[src/rtl/align_stream_receiver.sv]
// Consumer of the alignment buffer output stream: backpressures via clken, captures
// valid aligned words, checks address continuity and re-times words through a small FIFO.
module align_stream_receiver #(
  parameter int unsigned WIDTH      = 80,
  parameter int unsigned AWIDTH     = 9,
  parameter int unsigned BUF_DEPTH  = 512,
  parameter int unsigned FIFO_DEPTH = 4,
  parameter int unsigned CNT_W      = 16
) (
  input  logic              clk,
  input  logic              rst,
  input  logic              en,
  output logic              clken,
  input  logic [WIDTH-1:0]  in_data,
  input  logic [AWIDTH-1:0] in_addr,
  input  logic              in_rd_en,
  output logic [WIDTH-1:0]  out_data,
  output logic [AWIDTH-1:0] out_addr,
  output logic              out_valid,
  input  logic              out_ready,
  output logic              seq_err,
  input  logic              clr_err,
  output logic [CNT_W-1:0]  word_cnt
);

  localparam int unsigned PW = $clog2(FIFO_DEPTH);
  localparam int unsigned CW = PW + 1;

  logic [WIDTH-1:0]  mem_data [FIFO_DEPTH];
  logic [AWIDTH-1:0] mem_addr [FIFO_DEPTH];
  logic [PW-1:0]     wr_ptr;
  logic [PW-1:0]     rd_ptr;
  logic [CW-1:0]     count;
  logic              clken_d;
  logic              exp_valid;
  logic [AWIDTH-1:0] exp_addr;

  logic              capture;
  logic              full;
  logic              wr;
  logic              drop;
  logic              pop;
  logic              mismatch;
  logic [AWIDTH-1:0] next_addr;

  // Capture/handshake decode; clken keeps two free slots for the word in flight upstream
  always_comb begin
    capture   = clken_d & ~in_rd_en;
    full      = (count == CW'(FIFO_DEPTH));
    wr        = capture & ~full;
    drop      = capture & full;
    out_valid = (count != '0);
    pop       = out_valid & out_ready;
    next_addr = (in_addr == AWIDTH'(BUF_DEPTH - 1)) ? '0 : in_addr + AWIDTH'(1);
    mismatch  = capture & exp_valid & (in_addr != exp_addr);
    clken     = ~rst & en & (count <= CW'(FIFO_DEPTH - 2));
    out_data  = out_valid ? mem_data[rd_ptr] : '0;
    out_addr  = out_valid ? mem_addr[rd_ptr] : '0;
  end

  // FIFO storage carries no reset; emptiness is tracked by count
  always_ff @(posedge clk) begin
    if (wr) begin
      mem_data[wr_ptr] <= in_data;
      mem_addr[wr_ptr] <= in_addr;
    end
  end

  always_ff @(posedge clk or posedge rst) begin
    if (rst) begin
      wr_ptr  <= '0;
      rd_ptr  <= '0;
      count   <= '0;
      clken_d <= 1'b0;
    end else begin
      clken_d <= clken;
      if (wr)
        wr_ptr <= wr_ptr + PW'(1);
      if (pop)
        rd_ptr <= rd_ptr + PW'(1);
      case ({wr, pop})
        2'b10:   count <= count + CW'(1);
        2'b01:   count <= count - CW'(1);
        default: count <= count;
      endcase
    end
  end

  // Address continuity tracking; resynchronises on every capture
  always_ff @(posedge clk or posedge rst) begin
    if (rst) begin
      exp_valid <= 1'b0;
      exp_addr  <= '0;
      seq_err   <= 1'b0;
      word_cnt  <= '0;
    end else begin
      if (clken_d && in_rd_en) begin
        exp_valid <= 1'b0;
      end else if (capture) begin
        exp_valid <= 1'b1;
        exp_addr  <= next_addr;
      end
      if (mismatch || drop)
        seq_err <= 1'b1;
      else if (clr_err)
        seq_err <= 1'b0;
      if (wr)
        word_cnt <= word_cnt + CNT_W'(1);
    end
  end

endmodule

[config.mk]
export PLATFORM = sky130hd
export DESIGN_NAME = align_stream_receiver
export DESIGN_NICKNAME = d
export VERILOG_FILES = /design/src/rtl/align_stream_receiver.sv
export SDC_FILE = /design/constraint.sdc
export NUM_CORES = 1
export LEC_CHECK = 0
export CAP_MARGIN = 20
export CORE_MARGIN = 2
export CORE_UTILIZATION = 35
export CTS_CLUSTER_DIAMETER = 120
export DETAILED_ROUTE_END_ITERATION = 8
export PLACE_DENSITY = 0.59
export SYNTH_ARGS = -nofsm -noshare
export SYNTH_HDL_FRONTEND = slang
export SYNTH_SLANG_ARGS = --single-unit
[constraint.sdc]
create_clock -name clk -period 3.5 [get_ports clk]
set_input_delay 0.7 -clock clk [delete_from_list [all_inputs] [get_ports clk]]
set_output_delay 0.7 -clock clk [all_outputs]
set_load 0.1 [all_outputs]
==> results.yml <==
outcome:
  outcome: "complete, no violations"
drt:
  drc_errors: 0
  viasPerCell: 4.76
  antenna_left: 0
  wl_mm: 31.3
  drtIter0Drc: 396
  wl_per_cell_um: 19.9
  drt-pass1-iter-count: 4
  num_vias: 7495
clocking:
  cts_setup_buffers: 0
  clock-sinks: 391
  path_clk_slew_ns: 0.06
  cts_tree: "built"
  cts-root-buf: "clkbuf_16"
  clk_latency_ns: 0.56
  htree_levels: 2
  clockBufferDepth: 3
  cts_hold_buf: 0
  cts_buffers: 43
yosys:
  synthCells: 724
  synth.most_common_cell: "edfxtp_1"
  synth.largest_area_cell: "edfxtp_1"
  synth_seq_cells: 391
  yosys-top-cells-count: "356 x edfxtp_1, 93 x and2_1, 89 x mux4_2"
  synth_area_leaders: "edfxtp_1 70%, mux4_2 13%, dfrtp_1 5.8%, and2_1 3.8%, xnor2_1 1.2%"
  seq_area_frac_synth_pct: 76.0
  avgSynthCellArea_um2: 21.0
  postSynth.asyncResetShare_pct: 8.95
  yosysWarnings: 0
  syn-cell-area_mm2: 0.0152
  ys.flop_type: "edfxtp_1"
  synth_nets: 828
  synth-edff-count: 356
  yosysUniqueCellTypes: 36
  synth_top_cell_area_share_pct: 70.3
critical_path:
  max_stage_delay_ns: 0.58
  cp-start-kind: "flop"
  critPathKind: "reg2out"
  critical_path.top_delay_family: "buffers and inverters"
  crit_path_top_delay_cell: "dfrtp_4"
  worstPathCellList: "buf_12 > mux4_2 > and2_1 > buf_4"
  crit_fanout: 45
  worst-path-buf-inv: 2
  cp-end-kind: "output pin"
  cp.arrival_ns: 2.56
  required_ns: 2.80
cells_and_area:
  n_fill_cell: 3759
  ff_latch_area_mm2: 0.0116
  layout-drive-gt1-share_pct: 28.9
  multi_input_area_mm2: 0.00347
  nNetsFinal: 1063
  fin_util_pct: 45.1
  layoutNonFillerInstCount: 1574
  area_growth_pct: 27.4
grt:
  grt.overflow.total: 0
  grt_max_degree: 49
  antenna_found_initial: 3
  grt_pass1_vias: 8012
  grt_pass1_wl_mm: 47.8
  track_usage_pct: 14.2
sta:
  whs_ns: 0.468
  fmax_ghz: 0.307
  grt_setup_unrepaired: "false"
  tightest_slew_ns: 0.976
  hold_viol_final: 0
  fin_skew_ns: 0.0184
  finalSetupViolCount: 0
  finalMaxSlewViolations: 0
  slew_headroom_pct: 34.8
  setup-tns-final_ns: 0
  fin_crit_ns: 3.26
  period_share_pct: 93.1
floorplanning:
  rows: 76
  start_util_pct: 35.4
  pin_count: 203
  die-area_mm2: 0.0451
  fp.dieW_um: 212
  die_height_um: 212
  core_area_mm2: 0.0430
hold_path:
  hold_path.class: "reg2reg"
place:
  hpwl_mm: 19.0
  place.gp.congestion: 0.713
  portBuffers: 202
  post-place-cells: 1499
job:
  drv_cap: 0
-- routing by layer --
metal	wire length, um	part of all wire [%]	global-route usage, %	vias up
li1	-	-	-	3358
met1	14000	45	19.3	3881
met2	14600	47	22.1	206
met3	2160	6.9	4.30	46
met4	541	1.7	4.17	4
met5	30	0.096	0	-
-- worst register-to-register path, cell delays in order, from the launching register on --
cell,delay [ns]
dfrtp_1,0.47
or3_4,0.50
buf_4,0.35
and2_4,0.21
ha_1,0.18
inv_1,0.06
fa_1,0.37
xor2_1,0.15
nor2_1,0.11
xor2_1,0.15
-- logic make-up (layout without fill, tap and decap cells) --
family          after synthesis  count (layout)  share of synthesized area (%)
compound gates               12              12                          0.584
xor+xnor                     36              36                           2.07
fa+ha+maj                     9               9                          0.790
buf+inv                      40             304                           1.24
flops                       391             391                           76.0
mux                          92              92                           13.4
other cells                   0               1                              0
simple gates                144             144                           5.88
-- registers in the layout (all words and copies together), names as in the netlist --
register	cells
clken_d	1
count	3
exp_addr	9
exp_valid	1
mem_addr	36
mem_data	320
rd_ptr	2
seq_err	1
word_cnt	16
wr_ptr	2
-- final cells by class --
type | instances | area share, %
Clock buffer | 50 | 6.02
Inverter | 8 | 0.155
Tap cell | 585 | 3.78
Timing Repair Buffer | 222 | 10.8
Sequential cell | 391 | 59.7
Clock inverter | 24 | 1.61
Multi-Input combinational cell | 293 | 17.9
Antenna cell | 1 | 0.0129
-- layout by cell type (no fill, tap or decap), types with 2 or more instances in the layout --
cell type          n
edfxtp_1         356
clkdlybuf4s50_1  105
buf_4            104
mux4_2            89
and2_1            89
clkbuf_16         46
dfrtp_1           33
xnor2_1           20
xor2_1            16
nand2_1           15
buf_12            13
inv_1              8
nor2_1             8
ha_1               8
clkinv_2           8
bufinv_16          7
a22o_1             6
nand3_1            6
and2_4             5
clkinv_1           5
nand4_1            4
clkbuf_1           4
o21ai_0            3
and4_1             3
nand2b_1           2
nor3_1             2
mux2_2             2
nor4_4             2
nor4_1             2
clkinv_4           2
dfrtp_4            2
-- what timing repair did --
| item | 4_1_cts | 5_1_grt |
|---|---|---|
| endpoints found under the hold margin | 0 | 0 |
| setup endpoints to repair | 5 | 0 |
| resized for setup | 1 | 0 |
-- through the flow --
stage	area, um2	setup WS, ns
floorplan	15200	0.233
global placement	17900	0.565
detailed placement	17900	0.507
CTS	19400	0.154
global route	19400	0.0763
finish	19400	0.242
-- final timing paths --
check                          endpoint  slack [ns]  startpoint  depth (start not counted)
max                         out_addr[5]        0.24   rd_ptr[0]                          4
max in group asynchronous  word_cnt[15]        2.25         rst                          3
max reg2reg                    count[2]        0.90    count[0]                          9
min                           exp_valid        0.47     clken_d                          1
min reg2reg                   exp_valid        0.47     clken_d                          1
min in group asynchronous      count[1]        0.56         rst                          2
Power is left out: the tool's default activity adds up to more than one toggle a clock period on the data nets, which glitch-free logic cannot reach.
